File: src/rtl/controle_multiciclo.sv
// -----------------------------------------------------------------------------
// controle_multiciclo
// Control unit for the multicycle RV32I core. One shared instruction/data
// memory is sequenced through IorD; every datapath control is a Moore decode
// of the state register. The only exceptions are IRWrite/PCWrite in FETCH,
// which fire only on the cycle in which the instruction fetch completes.
//
// Ports
//   clock, reset          rising-edge clock, asynchronous active-low reset
//   opcode                Instr[6:0] from the instruction register
//   zero                  ALU zero flag (consumed by the datapath through
//                         PCWriteCond, not by this FSM)
//   mem_ready             memory access completes this cycle
//   mem_req .. MemtoReg   datapath controls
//   halted, illegal       HALT indication; illegal is sticky for unknown opcodes
//   state                 current state code, for debug
//   instret, cycles       retired-instruction count and non-halted cycle count
// -----------------------------------------------------------------------------
module controle_multiciclo #(
    parameter bit MEM_HANDSHAKE = 1'b1,
    parameter int CNT_W         = 32,
    parameter int STATE_W       = 4
) (
    input  logic               clock,
    input  logic               reset,
    input  logic [6:0]         opcode,
    input  logic               zero,
    input  logic               mem_ready,
    output logic               mem_req,
    output logic               IorD,
    output logic               MemRead,
    output logic               MemWrite,
    output logic               IRWrite,
    output logic               PCWrite,
    output logic               PCWriteCond,
    output logic [1:0]         PCSource,
    output logic [1:0]         ALUSrcA,
    output logic [1:0]         ALUSrcB,
    output logic [1:0]         ALUOp,
    output logic               RegWrite,
    output logic [1:0]         MemtoReg,
    output logic               halted,
    output logic               illegal,
    output logic [STATE_W-1:0] state,
    output logic [CNT_W-1:0]   instret,
    output logic [CNT_W-1:0]   cycles
);

    typedef enum logic [3:0] {
        S_FETCH  = 4'd0,
        S_DECODE = 4'd1,
        S_MEMADR = 4'd2,
        S_MEMRD  = 4'd3,
        S_MEMWB  = 4'd4,
        S_MEMWR  = 4'd5,
        S_EXECR  = 4'd6,
        S_EXECI  = 4'd7,
        S_ALUWB  = 4'd8,
        S_BRANCH = 4'd9,
        S_JAL    = 4'd10,
        S_JALR   = 4'd11,
        S_LUI    = 4'd12,
        S_HALT   = 4'd15
    } state_t;

    localparam logic [6:0] OP_LOAD   = 7'b0000011;
    localparam logic [6:0] OP_STORE  = 7'b0100011;
    localparam logic [6:0] OP_RTYPE  = 7'b0110011;
    localparam logic [6:0] OP_ITYPE  = 7'b0010011;
    localparam logic [6:0] OP_BRANCH = 7'b1100011;
    localparam logic [6:0] OP_JAL    = 7'b1101111;
    localparam logic [6:0] OP_JALR   = 7'b1100111;
    localparam logic [6:0] OP_LUI    = 7'b0110111;
    localparam logic [6:0] OP_SYSTEM = 7'b1110011;

    state_t           r_state;
    logic             r_illegal;
    logic [CNT_W-1:0] r_instret;
    logic [CNT_W-1:0] r_cycles;

    logic w_mem_done;
    logic w_retire;
    logic w_unused_zero;

    // The branch decision is made in the datapath (PCWriteCond & zero).
    assign w_unused_zero = zero;

    // Without the handshake every access is single-cycle and mem_ready is moot.
    assign w_mem_done = !MEM_HANDSHAKE || mem_ready;

    // An instruction retires on the edge that leaves its last state for FETCH.
    always_comb begin
        // NOTE: every variable assigned in always_comb gets a default first, so no latch is inferred.
        w_retire = 1'b0;
        case (r_state)
            S_MEMWB, S_ALUWB, S_BRANCH, S_JAL, S_JALR, S_LUI: w_retire = 1'b1;
            S_MEMWR: w_retire = w_mem_done;
            default: w_retire = 1'b0;
        endcase
    end

    always_ff @(posedge clock or negedge reset) begin
        // NOTE: state registers use non-blocking assignments so every flop samples pre-edge values.
        if (!reset) begin
            r_state   <= S_FETCH;
            r_illegal <= 1'b0;
            r_instret <= '0;
            r_cycles  <= '0;
        end else begin
            if (r_state != S_HALT) r_cycles  <= r_cycles + CNT_W'(1);
            if (w_retire)          r_instret <= r_instret + CNT_W'(1);

            case (r_state)
                S_FETCH:  if (w_mem_done) r_state <= S_DECODE;
                S_DECODE: begin
                    case (opcode)
                        OP_LOAD, OP_STORE: r_state <= S_MEMADR;
                        OP_RTYPE:          r_state <= S_EXECR;
                        OP_ITYPE:          r_state <= S_EXECI;
                        OP_BRANCH:         r_state <= S_BRANCH;
                        OP_JAL:            r_state <= S_JAL;
                        OP_JALR:           r_state <= S_JALR;
                        OP_LUI:            r_state <= S_LUI;
                        OP_SYSTEM:         r_state <= S_HALT;
                        default: begin
                            r_state   <= S_HALT;
                            r_illegal <= 1'b1;
                        end
                    endcase
                end
                S_MEMADR: r_state <= (opcode == OP_STORE) ? S_MEMWR : S_MEMRD;
                S_MEMRD:  if (w_mem_done) r_state <= S_MEMWB;
                S_MEMWR:  if (w_mem_done) r_state <= S_FETCH;
                S_EXECR, S_EXECI: r_state <= S_ALUWB;
                S_MEMWB, S_ALUWB, S_BRANCH, S_JAL, S_JALR, S_LUI: r_state <= S_FETCH;
                S_HALT:   r_state <= S_HALT;
                default:  r_state <= S_FETCH;
            endcase
        end
    end

    // Moore decode. Gating with reset makes an asserted reset drop the memory
    // request immediately, even though the reset state (FETCH) requests memory.
    always_comb begin
        mem_req     = 1'b0;
        IorD        = 1'b0;
        MemRead     = 1'b0;
        MemWrite    = 1'b0;
        IRWrite     = 1'b0;
        PCWrite     = 1'b0;
        PCWriteCond = 1'b0;
        PCSource    = 2'd0;
        ALUSrcA     = 2'd0;
        ALUSrcB     = 2'd0;
        ALUOp       = 2'd0;
        RegWrite    = 1'b0;
        MemtoReg    = 2'd0;
        halted      = 1'b0;
        if (reset) begin
            case (r_state)
                S_FETCH: begin
                    mem_req = 1'b1;
                    MemRead = 1'b1;
                    ALUSrcA = 2'd2;
                    ALUSrcB = 2'd1;
                    IRWrite = w_mem_done;
                    PCWrite = w_mem_done;
                end
                S_DECODE: ALUSrcB = 2'd2;
                S_MEMADR: begin
                    ALUSrcA = 2'd1;
                    ALUSrcB = 2'd2;
                end
                S_MEMRD: begin
                    mem_req = 1'b1;
                    MemRead = 1'b1;
                    IorD    = 1'b1;
                end
                S_MEMWB: begin
                    RegWrite = 1'b1;
                    MemtoReg = 2'd1;
                end
                S_MEMWR: begin
                    mem_req  = 1'b1;
                    MemWrite = 1'b1;
                    IorD     = 1'b1;
                end
                S_EXECR: begin
                    ALUSrcA = 2'd1;
                    ALUOp   = 2'd2;
                end
                S_EXECI: begin
                    ALUSrcA = 2'd1;
                    ALUSrcB = 2'd2;
                    ALUOp   = 2'd2;
                end
                S_ALUWB: RegWrite = 1'b1;
                S_BRANCH: begin
                    ALUSrcA     = 2'd1;
                    ALUOp       = 2'd1;
                    PCWriteCond = 1'b1;
                    PCSource    = 2'd1;
                end
                S_JAL: begin
                    RegWrite = 1'b1;
                    MemtoReg = 2'd2;
                    PCWrite  = 1'b1;
                    PCSource = 2'd1;
                end
                S_JALR: begin
                    ALUSrcA  = 2'd1;
                    ALUSrcB  = 2'd2;
                    RegWrite = 1'b1;
                    MemtoReg = 2'd2;
                    PCWrite  = 1'b1;
                end
                S_LUI: begin
                    RegWrite = 1'b1;
                    MemtoReg = 2'd3;
                end
                S_HALT:  halted = 1'b1;
                default: halted = 1'b0;
            endcase
        end
    end

    assign illegal = r_illegal;
    assign state   = STATE_W'(r_state);
    assign instret = r_instret;
    assign cycles  = r_cycles;

endmodule
File: config.mk
export PLATFORM = sky130hd
export DESIGN_NAME = controle_multiciclo
export DESIGN_NICKNAME = d
export VERILOG_FILES = /design/src/rtl/controle_multiciclo.sv
export SDC_FILE = /design/constraint.sdc
export NUM_CORES = 1
export LEC_CHECK = 0
export ABC_AREA = 1
export ABC_CLOCK_PERIOD_IN_PS = 1350
export BUFFER_PORTS_ARGS = -buffer_cell sky130_fd_sc_hd__clkbuf_2
export CORE_MARGIN = 4
export CORE_UTILIZATION = 35
export DETAILED_ROUTE_END_ITERATION = 7
export PLACE_DENSITY_LB_ADDON = 0.2
export REMOVE_ABC_BUFFERS = 1
export SLEW_MARGIN = 5
export SYNTH_ARGS = -nofsm -noshare
export SYNTH_HDL_FRONTEND = slang
export SYNTH_SLANG_ARGS = --single-unit
File: constraint.sdc
create_clock -name clock -period 1.35 [get_ports clock]
set_input_delay 0.135 -clock clock [delete_from_list [all_inputs] [get_ports clock]]
set_output_delay 0.135 -clock clock [all_outputs]
set_load 0.01 [all_outputs]
# ---- After elaboration in Yosys (flattened, before gate mapping)
# Index checks and enable logic that the tools add are counted.
dict set report word_totals {
  regBits 69
  in_bits 11
  word_cells 83
  out_inout_bits 88
  n_memories 0
  romBits 0
  latch_bits 0
  ram_bits 0
}
dict set report classes {
  mux 35
  multipliers 0
  n_eq_ne 26
  n_addsub 2
  n_lt_le_gt_ge 0
  shift 0
  n_reduce_logical 15
  div_mod_pow 0
  bitwise_logic 1
}
# operator count
set op_table {}
lappend op_table {{$add 32x1->32 const B} 2}
lappend op_table {{$pmux 4 s7} 2}
lappend op_table {{$eq 7x7->1 const B} 4}
lappend op_table {{$eq 4x4->1 const B} 6}
lappend op_table {{$eq 7x6->1 const B} 3}
lappend op_table {{$mux 1} 19}
lappend op_table {{$eq 4x3->1 const B} 4}
lappend op_table {{$mux 4} 3}
lappend op_table {{$pmux 2 s2} 3}
lappend op_table {{$reduce_or 2->1} 6}
lappend op_table {{$reduce_or 5->1} 2}
lappend op_table {{$reduce_or 9->1} 1}
lappend op_table {{$eq 4x2->1 const B} 2}
lappend op_table {{$mux 2} 4}
lappend op_table {{$eq 7x2->1 const B} 1}
lappend op_table {{$eq 7x5->1 const B} 1}
lappend op_table {{$ne 2x2->1 const B} 3}
lappend op_table {{$pmux 2 s3} 1}
lappend op_table {{$reduce_or 6->1} 1}
lappend op_table {{$eq 4x1->1 const B} 1}
lappend op_table {{$logic_not 4->1} 1}
lappend op_table {{$ne 4x4->1 const B} 1}
lappend op_table {{$pmux 1 s2} 2}
lappend op_table {{$reduce_or 4->1} 1}
lappend op_table {{5 further kinds} 5}

# ---- Depth between registers and ports, before layout
# Gate-level depths: netlist of the first run.
dict set report logic_depth {
  depth_word 4
  ltp_mapped 12
  mapped_depth_nobuf 12
}

# ---- Worst setup path after synthesis of the first run
# No wires, ideal clock.
dict set report synth_timing {
  path_type {register to register}
  start {reg r_instret[0], in the netlist instret[0]}
  end {reg r_instret[18], in the netlist instret[18]}
  arrival_time_ns 1.447
  setup_slack_ns -0.176
  stages_incl_launch_ff 9
  required_time_ns 1.271
  setup_time_ns 0.079
  cell_sequence {dfrtp_1 > ha_1 > nand3_1 > nor2_2 > nand2_1 > nor2_1 > nand2_1 > nor2_1 > xor2_1}
}
dict set report synth_between {
  elab_chain_len 1
}
# item line_no
set synth_rtl {}
lappend synth_rtl {{from (decl)} 78} ;# logic [CNT_W-1:0] r_instret;
lappend synth_rtl {{from (signal assigned)} 111} ;# if (w_retire) r_instret <= r_instret + CNT_W'(1);
lappend synth_rtl {{$add 32x1->32} 111}
# Every way passes these cells.
# A chain may end at the register's enable or synchronous reset.

# ---- Worst setup path after layout of the first run
dict set report layout_timing {
  start {reg r_state[0], in the netlist state[0]}
  end {out MemtoReg[1]}
}
dict set report layout_between {
  elab_chain_len 4
  word_cells_on_any_way 7
}
# item line_no
set layout_rtl {}
lappend layout_rtl {{from (decl)} 76} ;# state_t r_state;
lappend layout_rtl {{from (signal assigned)} 131} ;# S_MEMADR: r_state <= (opcode == OP_STORE) ? S_MEMWR : S_MEMRD;
lappend layout_rtl {{$eq 4x4->1} 160} ;# case (r_state)
lappend layout_rtl {{$reduce_or 2->1 (no line)} n/a}
lappend layout_rtl {{$pmux 2 s3 *} 160}
lappend layout_rtl {{$mux 2 *} 159} ;# if (reset) begin
lappend layout_rtl {{to (decl)} 41} ;# output logic [1:0] MemtoReg,
# Every way passes the cells marked *; elsewhere a longest branch is shown, timed or not.

==> key figures, run 1 <==
Run status
  – Outcome: complete, but fails checks
  – Failing checks: setup timing

Detailed routing
  – Final wirelength: 14.2 mm
  – Avg WL per Cell: 13.6 um
  – Detailed Routing Iterations Pass 1: 4
  – DR iter-0 viols: 240
  – Final ANT Viol Nets: 0
  – Vias per Instance: 4.69
  – Via count: 4900
  – Drc violations: 0

Timing
  – Final Cycle Share: 131%
  – Transition time of the tightest slew-check pin: 0.503 ns
  – Final hold slack: 0.192 ns
  – Clock Skew: 0.00857 ns
  – Final worst setup slack: -0.416 ns
  – Setup-failing EPs final: 79
  – Fmax: 566 MHz
  – Final min period: 1.77 ns
  – Endpoints failing hold: 0
  – Slew headroom: 66.4%
  – Final slew viol count: 0
  – RSZ-0062 raised after global routing: true

Cells and area
  – Area grow syn2layout: 62.7%
  – Final Util: 58.6%
  – Fin cells: 1045
  – Antenna cells: 0
  – Nets: 886
  – Share of layout cells above drive strength 1: 44.6%
  – Fillers: 1076

Die
  – Die W: 119 um
  – Die area: 14300 um^2
  – Core area: 12100 um^2
  – Die Ht: 119 um
  – Initial core utilization: 36.0%
  – FP Rows: 40
  – I/O Pins: 99

Pwr
  – Switching Power: 3.65 mW
  – PD cells: 1410 nW/um^2
  – Sequential share of power: 26.7%
  – Final Power: 9.96 mW
  – P_int: 6.31 mW
  – VDD IR max: 1.13 mV
  – LEAKAGE: 3.63 nW
  – Sw Share: 36.6%
  – Comb power frac: 47.7%
  – Clock network fraction of design power: 25.6%

CTS
  – Inserted Clock Buffers: 9
  – CTS tree: done
  – Clock root buffer: clkbuf_16
  – CTS clk-pin slew, worst paths: 0.05 ns
  – Max Root-Sink Buffers: 2
  – Clock Sinks: 69
  – Clk_lat worst skew: 0.34 ns
  – H-tree levels: 3

Worst setup path
  – RR Endpoint: instret[18]
  – CP max stage cell: dfrtp_2
  – Reg2reg path depth: 8
  – Worst Setup Start Kind: register
  – Worst EP required: 1.22 ns
  – CP cell instances: nor2_4, buf_6, buf_6, nand2_1, o22ai_1, buf_2
  – Reg2reg start: state[3]
  – Most frequent CP cell: buf_6
  – Crit path max fanout: 5
  – CP Class: register to primary output
  – Worst setup EP type: primary output
  – Reg2reg setup slack: -0.29 ns
  – WP data arrival: 1.63 ns
  – Max incr delay on CP: 0.46 ns

Yosys
  – Simple-gate share of the synthesized area: 41.2%
  – Largest family of logic cells by synthesized area: simple AND/OR/NAND/NOR gates
  – Yosys synthesis warning count: 0
  – EDFF count, synth: 0
  – Synth Cell Area: 4340 um^2
  – Synth Area in Compound Gates: 2.10%
  – Distinct cells, synth: 33
  – Primary FF master, synth: dfrtp_1
  – Seq/Total Area, Yosys: 39.8%
  – Synth Area in Adders: 0.576%
  – Ys async rst share: 100%
  – Multiplexer share of the synthesized area: 0%
  – Synthesized area per cell: 7.07 um^2
  – XOR/XNOR Fraction of Synth Area: 8.87%
  – Cells after Synth: 614
  – Flops & latches, synth: 69

GRT
  – Tot GR Track Use: 19.8%
  – Largest net degree at the start of global routing: 65
  – Grt ovf: 0
  – First-pass GRT wire length: 22.9 mm
  – Vias in the first global route: 4936
  – Initial antenna violation count: 0

Placement
  – PortBufs: 96
  – Dpl cells: 997
  – Final HPWL DP: 10.1 mm
  – RePlAce Congestion: 0.908

Worst hold path
  – Worst hold path stage count: 4
  – Hold Startpoint: mem_ready
  – Worst Hold Endpoint: state[2]
  – Hold Crit Class: primary input to register

Job
  – Max-cap viol count: 0
==> cells in the final DEF, fill, tap and decap left out, drive strengths merged, types with 2 or more instances in the layout <==
master	synthesis	routed
nand2	214	215
buf	7	174
nor2	101	101
clkbuf	1	90
dfrtp	69	69
inv	70	68
nand3	34	34
nor3	25	25
xor2	23	23
xnor2	21	21
nand4	14	14
nand3b	10	10
a21oi	10	10
clkinv	0	4
and3	3	3
a31oi	2	2
bufinv	0	2
nor3b	2	2
ha	2	2
==> layout make-up <==
| cell class | instances | area (um^2) | share of cell area [%] |
|---|---|---|---|
| clock inverter | 5 | 75.1 | 1.06 |
| inverter | 70 | 284 | 4.02 |
| sequential | 69 | 1740 | 24.6 |
| multi-input combinational | 468 | 2720 | 38.5 |
| timing repair buffer | 255 | 1800 | 25.5 |
| tap | 168 | 210 | 2.97 |
| clock buffer | 10 | 239 | 3.38 |
==> through the flow <==
step / area, um^2 / setup TNS (ns) / worst slack, ns
finish: 7070 / -15.12 / -0.416
global route: 7070 / -21.35 / -0.463
CTS: 6570 / -11.41 / -0.351
detailed placement: 5960 / -6.85 / -0.294
global placement: 5960 / -5.32 / -0.265
floorplan: 4280 / -4.85 / -0.200
==> timing repair <==
action	in CTS	in global routing
resized for setup	56	123
hold endpoints to repair	69	0
setup buffers	17	19
endpoints found under the setup margin	78	84
hold buffers	1	0
gates cloned	0	1
pin swaps	23	47
==> critical path: cells and delay by family, from the launching register on <==
kind            cells  cell delay, ns
compound gates      1            0.20
flops               1            0.46
buf+inv             3            0.39
simple gates        2            0.24
==> how the worst max path moves through the flow <==
stage / startpoint / endpoint / slack [ns] / cells after the start
6_report: state[0] / MemtoReg[1] / -0.42 / 6
5_1_grt: state[0] / PCWrite / -0.46 / 7
4_1_cts: state[1] / ALUSrcA[0] / -0.35 / 6
3_3_place_gp: cycles[0] / cycles[24] / -0.27 / 8
2_1_floorplan: state[1] / instret[16] / -0.20 / 10
3_5_place_dp: cycles[1] / cycles[24] / -0.29 / 8
==> logic make-up after synthesis <==
| kind of cell | count (synthesis) |
|---|---|
| AO/OA/AOI/OAI | 16 |
| XOR/XNOR | 44 |
| adder cells (fa/ha/maj) | 2 |
| buffers and inverters | 78 |
| flip-flops | 69 |
| other | 1 |
| AND/OR/NAND/NOR | 404 |
==> state kept, by name, summed over array words and instances (netlist names) <==
signal   cells
state        4
cycles      32
illegal      1
instret     32
==> power by group through the flow <==
stage | registers [mW] | logic, mW | clock network (mW)
after floorplan | 2.78 | 1.32 | 0
after global placement | 2.59 | 3.36 | 0
after detailed placement | 2.60 | 3.42 | 0
after CTS | 2.59 | 3.98 | 2.60
after global routing | 2.68 | 5.15 | 2.71
final | 2.66 | 4.75 | 2.55
==> layer usage <==
metal	track usage [%]	routed length [um]
met1	23.0	5990
met2	35.5	7350
met3	3.80	583
met4	8.59	304
met5	0	0
==> synthesized netlist by cell type, drive strengths merged (3+ instances only) <==
library cell / n / area share (%)
a21oi: 10 / 1.2
and3: 3 / 0.43
buf: 7 / 1.3
dfrtp: 69 / 40
inv: 70 / 6.1
nand2: 214 / 19
nand3: 34 / 4.0
nand3b: 10 / 1.7
nand4: 14 / 2.0
nor2: 101 / 9.4
nor3: 25 / 4.0
xnor2: 21 / 4.2
xor2: 23 / 4.6
No activity file was read; power rests on OpenSTA's default activity.
==> run 2, diff against run 1 <==
--- a/config.mk
+++ b/config.mk
@@ -6,14 +6,13 @@
 export NUM_CORES = 1
 export LEC_CHECK = 0
 export ABC_AREA = 1
-export ABC_CLOCK_PERIOD_IN_PS = 1350
+export ABC_CLOCK_PERIOD_IN_PS = 2100
 export BUFFER_PORTS_ARGS = -buffer_cell sky130_fd_sc_hd__clkbuf_2
 export CORE_MARGIN = 4
 export CORE_UTILIZATION = 35
 export DETAILED_ROUTE_END_ITERATION = 7
 export PLACE_DENSITY_LB_ADDON = 0.2
 export REMOVE_ABC_BUFFERS = 1
-export SLEW_MARGIN = 5
 export SYNTH_ARGS = -nofsm -noshare
 export SYNTH_HDL_FRONTEND = slang
 export SYNTH_SLANG_ARGS = --single-unit
==> constraint.sdc (replaced) <==
create_clock -name clock -period 2.1 [get_ports clock]
set_input_delay 0.21 -clock clock [delete_from_list [all_inputs] [get_ports clock]]
set_output_delay 0.21 -clock clock [all_outputs]
set_load 0.01 [all_outputs]
==> run 2 against run 1 <==
Largest power group is now sequential cells. Design area decreased by 25%. Combinational power is 70% lower. Critical path type unchanged. Total power down 54%. Clock power decreased by 45%. The run now ends clean. Flip-flop and latch count unchanged. Critical path depth is the same. Global-route usage shrank 2.7 points. Clock skew down 0.0033 ns.
==> key figures, run 2 (synthesized netlist as in run 1, its figures left out) <==
Placement
  – Final HPWL DP: 8.91 mm
  – PortBufs: 96
  – RePlAce Congestion: 0.843

Detailed routing
  – Drc violations: 0
  – Final ANT Viol Nets: 0
  – Detailed Routing Iterations Pass 1: 5
  – Via count: 4196
  – Routed met1 length: 5.20 mm
  – Detail Route met3 WL: 508 um
  – DR iter-0 viols: 219
  – Vias per Instance: 4.70
  – Top Layer Used: met4
  – Final wirelength: 11.5 mm
  – Avg WL per Cell: 12.9 um
  – Met2 Routed Length: 5.67 mm

Timing
  – Setup-failing EPs final: 0
  – Slew headroom: 40.8%
  – Clock Skew: 0.00524 ns
  – Setup TNS: 0 ns
  – Final hold slack: 0.211 ns
  – Fmax: 520 MHz
  – Final slew viol count: 0
  – Endpoints failing hold: 0
  – Final Cycle Share: 91.6%
  – Transition time of the tightest slew-check pin: 0.888 ns
  – Final min period: 1.92 ns
  – RSZ-0062 raised after global routing: false

Worst setup path
  – Worst setup EP type: primary output
  – RR Endpoint: instret[16]
  – CP startpoint: state[0]
  – Reg2reg setup slack: 0.36 ns
  – Worst setup path end: mem_req
  – Worst Setup Start Kind: register
  – Worst EP required: 1.89 ns
  – Crit path max fanout: 7
  – CP Class: register to primary output
  – Reg2reg path depth: 10
  – WP data arrival: 1.71 ns
  – Reg2reg start: state[1]

CTS
  – CTS tree: done
  – Clock Sinks: 69
  – Inserted Clock Buffers: 9
  – Max Root-Sink Buffers: 2
  – Clock root buffer: clkbuf_16
  – H-tree levels: 3
  – Clk_lat worst skew: 0.34 ns
  – CTS clk-pin slew, worst paths: 0.05 ns

Pwr
  – P_int: 2.85 mW
  – VDD IR max: 0.534 mV
  – Sequential share of power: 37.9%
  – Clock network fraction of design power: 30.6%
  – PD cells: 859 nW/um^2
  – Sw Share: 37.5%
  – Comb power frac: 31.5%
  – Final Power: 4.56 mW
  – Switching Power: 1.71 mW
  – LEAKAGE: 2.67 nW

GRT
  – First-pass GRT wire length: 19.8 mm
  – Initial antenna violation count: 0
  – Tot GR Track Use: 17.1%
  – Grt ovf: 0
  – Vias in the first global route: 4045
  – Largest net degree at the start of global routing: 69

Die
  – Die Ht: 119 um
  – Die area: 14300 um^2
  – FP Rows: 40
  – Die W: 119 um
  – Core area: 12100 um^2
  – I/O Pins: 99
  – Initial core utilization: 36.0%

Cells and area
  – Area grow syn2layout: 22.4%
  – Most common cell after layout, fill and taps aside: nand2_1
  – Fillers: 1246
  – Reg area: 1730 um^2
  – Share of layout cells above drive strength 1: 19.3%
  – Nets: 734
  – Most frequent cells in the layout: 206 x nand2_1, 95 x clkbuf_2, 94 x nor2_1
  – Antenna cells: 0
  – Multi-input logic area: 2300 um^2

Run status
  – Outcome: complete, no violations

Job
  – Max-cap viol count: 0

Worst hold path
  – Hold Crit Class: primary input to asynchronous set/reset pin
[run 2: cell types whose count changed in the layout (fill, tap and decap cells not counted), sizes merged]
cell | previous run | this run
buf | 174 | 8
clkbuf | 90 | 107
bufinv | 2 | 0
clkinv | 4 | 2
inv | 68 | 70
clkinvlp | 1 | 0
nand2 | 215 | 214
[run 2: layout make-up]
cell class	count	area share, %
timing repair buffer	104	10.3
inverter	70	4.94
tap	168	3.96
clock buffer	12	4.83
multi-input combinational	467	43.3
sequential	69	32.5
clock inverter	2	0.188
[run 2: how the worst min path moves through the flow]
stage	depth (start not counted)	slack [ns]	end
after floorplan	0	-0.09	cycles[0]
after global placement	1	0.01	state[3]
after detailed placement	1	0.01	state[3]
after CTS	4	0.20	state[2]
after global routing	2	0.23	state[3]
final	2	0.21	state[3]
[run 2: through the flow]
step / instances / utilization, % / cell area, um^2 / setup WS, ns
2_1_floorplan: 606 / - / 4280 / 0.501
3_5_place_dp: 874 / 41.5 / 5010 / 0.373
6_report: 892 / 44.1 / 5310 / 0.176
3_3_place_gp: 874 / 41.5 / 5010 / 0.394
5_1_grt: 892 / 44.1 / 5310 / 0.0337
4_1_cts: 889 / 43.8 / 5280 / 0.0650
[run 2: metal layers]
| layer | up-vias | track usage (%) |
|---|---|---|
| li1 | 2135 | - |
| met1 | 1971 | 21.7 |
| met5 | - | 0 |
| met2 | 80 | 28.5 |
| met3 | 10 | 4.46 |
| met4 | 0 | 5.30 |
[run 2: power by group through the flow]
| stage | Sequential [mW] | Clock [mW] | Combinational (mW) |
|---|---|---|---|
| after floorplan | 1.79 | 0 | 0.847 |
| after CTS | 1.73 | 1.44 | 1.45 |
| after global routing | 1.77 | 1.50 | 1.64 |
| final | 1.73 | 1.39 | 1.44 |
| after global placement | 1.75 | 0 | 1.42 |
| after detailed placement | 1.75 | 0 | 1.43 |
[run 2: critical path, stage by stage (launching register included)]
cell	delay, ns
dfrtp_1	0.47
nor2_1	0.25
inv_1	0.09
nor2_1	0.18
inv_1	0.08
a31oi_1	0.15
clkbuf_2	0.16
[run 2: repair_timing]
item | 4_1_cts | 5_1_grt
setup endpoints to repair | 0 | 3
gates resized for setup | 0 | 2
hold buffers | 1 | 0
buffers inserted | 0 | 3
endpoints found under the hold margin | 1 | 0
==> run 3, diff against run 2 <==
--- a/config.mk
+++ b/config.mk
@@ -5,7 +5,6 @@
 export SDC_FILE = /design/constraint.sdc
 export NUM_CORES = 1
 export LEC_CHECK = 0
-export ABC_AREA = 1
 export ABC_CLOCK_PERIOD_IN_PS = 2100
 export BUFFER_PORTS_ARGS = -buffer_cell sky130_fd_sc_hd__clkbuf_2
 export CORE_MARGIN = 4
==> run 3 against run 2 <==
Die area shrank 16%. Total power shrank 1.8%. Area after synthesis shrank 17%. Cell count shrank 33%. Flip-flop and latch count is the same. Core utilization grew 1.7 points. Critical path type unchanged. Synthesized cell count shrank 43%. Sequential share of layout area grew 5.7 points. Clock skew grew 0.0061 ns. Sequential power is essentially flat.
==> key figures, run 3 <==
Run status
  – Outcome: complete, no violations

Die
  – Die area: 12000 um^2
  – FP Rows: 36
  – Core area: 9910 um^2
  – Die Ht: 110 um
  – Initial core utilization: 36.5%
  – I/O Pins: 99
  – Die W: 110 um

Timing
  – Setup-failing EPs final: 0
  – Final min period: 1.99 ns
  – Slew headroom: 64.5%
  – Clock Skew: 0.0113 ns
  – Final slew viol count: 0
  – Transition time of the tightest slew-check pin: 0.532 ns
  – Endpoints failing hold: 0
  – Setup TNS: 0 ns
  – Final Cycle Share: 94.8%
  – Final worst setup slack: 0.109 ns
  – RSZ-0062 raised after global routing: false
  – Fmax: 502 MHz

Worst setup path
  – Worst path bufs/invs: 2
  – CP Class: register to primary output
  – WP data arrival: 1.78 ns
  – CP cell instances: buf_4, nor2b_1, nor4_2, or2_2, clkbuf_2
  – CP max stage cell: dfrtp_1
  – Worst Setup Start Kind: register
  – Worst EP required: 1.89 ns
  – Max incr delay on CP: 0.51 ns
  – Delay-heaviest family, CP: simple AND/OR/NAND/NOR gates
  – Worst setup EP type: primary output
  – Crit path max fanout: 10

Yosys
  – Distinct cells, synth: 55
  – Ys async rst share: 100%
  – EDFF count, synth: 0
  – Area share of the largest cell type after synthesis: 47.7%
  – Yosys synthesis warning count: 0
  – Cell with the most instances after synthesis: dfrtp_1
  – Flops & latches, synth: 69
  – Post-synth top cells: 69 x dfrtp_1, 49 x xnor2_1, 41 x nand2_1
  – Cells after Synth: 353
  – Synthesized area per cell: 10.3 um^2
  – Primary FF master, synth: dfrtp_1
  – Synth area leader: dfrtp_1
  – Ranking of synthesized cells by area: dfrtp_1 48%, xnor2_1 12%, nand2_1 4.3%, xor2_1 3.1%, nand4_1 2.9%
  – Seq/Total Area, Yosys: 47.7%
  – Synth Cell Area: 3620 um^2

Detailed routing
  – Drc violations: 0
  – Vias per Instance: 4.81
  – Avg WL per Cell: 13.7 um
  – DR iter-0 viols: 80
  – Final ANT Viol Nets: 0
  – Detailed Routing Iterations Pass 1: 4
  – Final wirelength: 8.18 mm
  – Via count: 2868

CTS
  – CTS clk-pin slew, worst paths: 0.08 ns
  – Inserted Clock Buffers: 9
  – Clock Sinks: 69
  – Clk_lat worst skew: 0.35 ns
  – Clock root buffer: clkbuf_8
  – CTS tree: done
  – H-tree levels: 3
  – Max Root-Sink Buffers: 2

Placement
  – Worst slack, placed: 0.329 ns
  – RePlAce Congestion: 0.858
  – PortBufs: 96
  – Final HPWL DP: 6.15 mm
  – Dpl cells: 579
  – Placed cell area: 4250 um^2

Pwr
  – Switching Power: 1.53 mW
  – Comb power frac: 31.4%
  – Sequential share of power: 38.7%
  – Clock network fraction of design power: 29.9%
  – LEAKAGE: 2.27 nW
  – P_int: 2.95 mW
  – Sw Share: 34.2%
  – Final Power: 4.48 mW
  – VDD IR max: 0.489 mV
  – PD cells: 989 nW/um^2

Cells and area
  – Finished Cell Area: 4530 um^2
  – Fin cells: 596
  – Most common cell after layout, fill and taps aside: clkbuf_2
  – Nets: 471
  – Area grow syn2layout: 25.2%
  – Antenna cells: 0
  – Most frequent cells in the layout: 95 x clkbuf_2, 67 x dfrtp_1, 49 x xnor2_1
  – Share of layout cells above drive strength 1: 32.0%

Worst hold path
  – Hold Crit Class: primary input to register

Job
  – Max-cap viol count: 0

GRT
  – Vias in the first global route: 2812
  – Initial antenna violation count: 0
  – Grt ovf: 0
  – Tot GR Track Use: 14.6%
  – Largest net degree at the start of global routing: 41
  – First-pass GRT wire length: 13.7 mm
## run 3: changes by cell type in the layout (fill, tap and decap cells not counted), sizes merged, moves of 8 or more
| cell | previous run | this run |
|---|---|---|
| nand2 | 214 | 41 |
| nor2 | 101 | 21 |
| inv | 70 | 7 |
| xnor2 | 21 | 49 |
| nor3 | 25 | 8 |
| and3 | 3 | 18 |
| nand3 | 34 | 22 |
| xor2 | 23 | 13 |
| nand3b | 10 | 1 |
| and2 | 0 | 8 |
| nand2b | 0 | 8 |
## run 3: power groups by stage
stage,registers [mW],logic [mW],clock network [mW]
floorplan,1.84,0.721,0
global placement,1.75,1.39,0
detailed placement,1.75,1.39,0
CTS,1.73,1.41,1.37
global route,1.77,1.56,1.43
finish,1.73,1.41,1.34
## run 3: final cells by class
cell class,count,area (um^2)
clock inverter,6,109
inverter,6,22.5
tap,133,166
clock buffer,10,138
multi-input combinational,264,1790
fill,984,5380
sequential,69,1730
timing repair buffer,108,579
## run 3: cell families (layout without fill, tap and decap cells)
kind of cell	Yosys count	count (layout)	share of synthesized area (%)
flops	69	69	47.7
buf+inv	20	130	3.39
mux	3	3	0.899
fa+ha+maj	2	2	0.691
other cells	1	1	0.104
simple gates	168	168	26.7
xor+xnor	62	62	15.0
compound gates	28	28	5.57
## run 3: tightest hold or removal path: cells and delay by family
| family | cells | cell delay, ns |
|---|---|---|
| buffers and inverters | 1 | 0.12 |
| AOI/OAI and AO/OA | 2 | 0.25 |
## run 3: path summary, 6_finish.rpt
kind,cells after the start,startpoint,end,slack [ns]
max,5,state[0],mem_req,0.11
min,3,opcode[6],illegal,0.26
max reg2reg,5,cycles[2],cycles[28],0.34
min reg2reg,1,cycles[31],cycles[31],0.47
max in group asynchronous,3,reset,state[1],1.19
min in group asynchronous,2,reset,illegal,0.28
## run 3: layer usage
metal	vias up	GRT usage (%)	wire, um
li1	1426	-	-
met5	-	0	0
met3	12	4.35	493
met1	1360	19.5	3860
met4	0	5.08	124
met2	70	22.4	3700
## run 3: what timing repair did
action | 4_1_cts | 5_1_grt
hold endpoints to repair | 15 | 0
endpoints found under the setup margin | 1 | 6
hold buffers | 1 | 0
resized for setup | 1 | 6
buffers inserted | 0 | 0
## run 3: through the flow
step | util, % | hold WS, ns
2_1_floorplan | - | -0.0856
4_1_cts | 45.5 | 0.242
3_3_place_gp | 42.9 | 0.0386
6_report | 45.7 | 0.262
5_1_grt | 45.7 | 0.257
3_5_place_dp | 42.9 | 0.0422
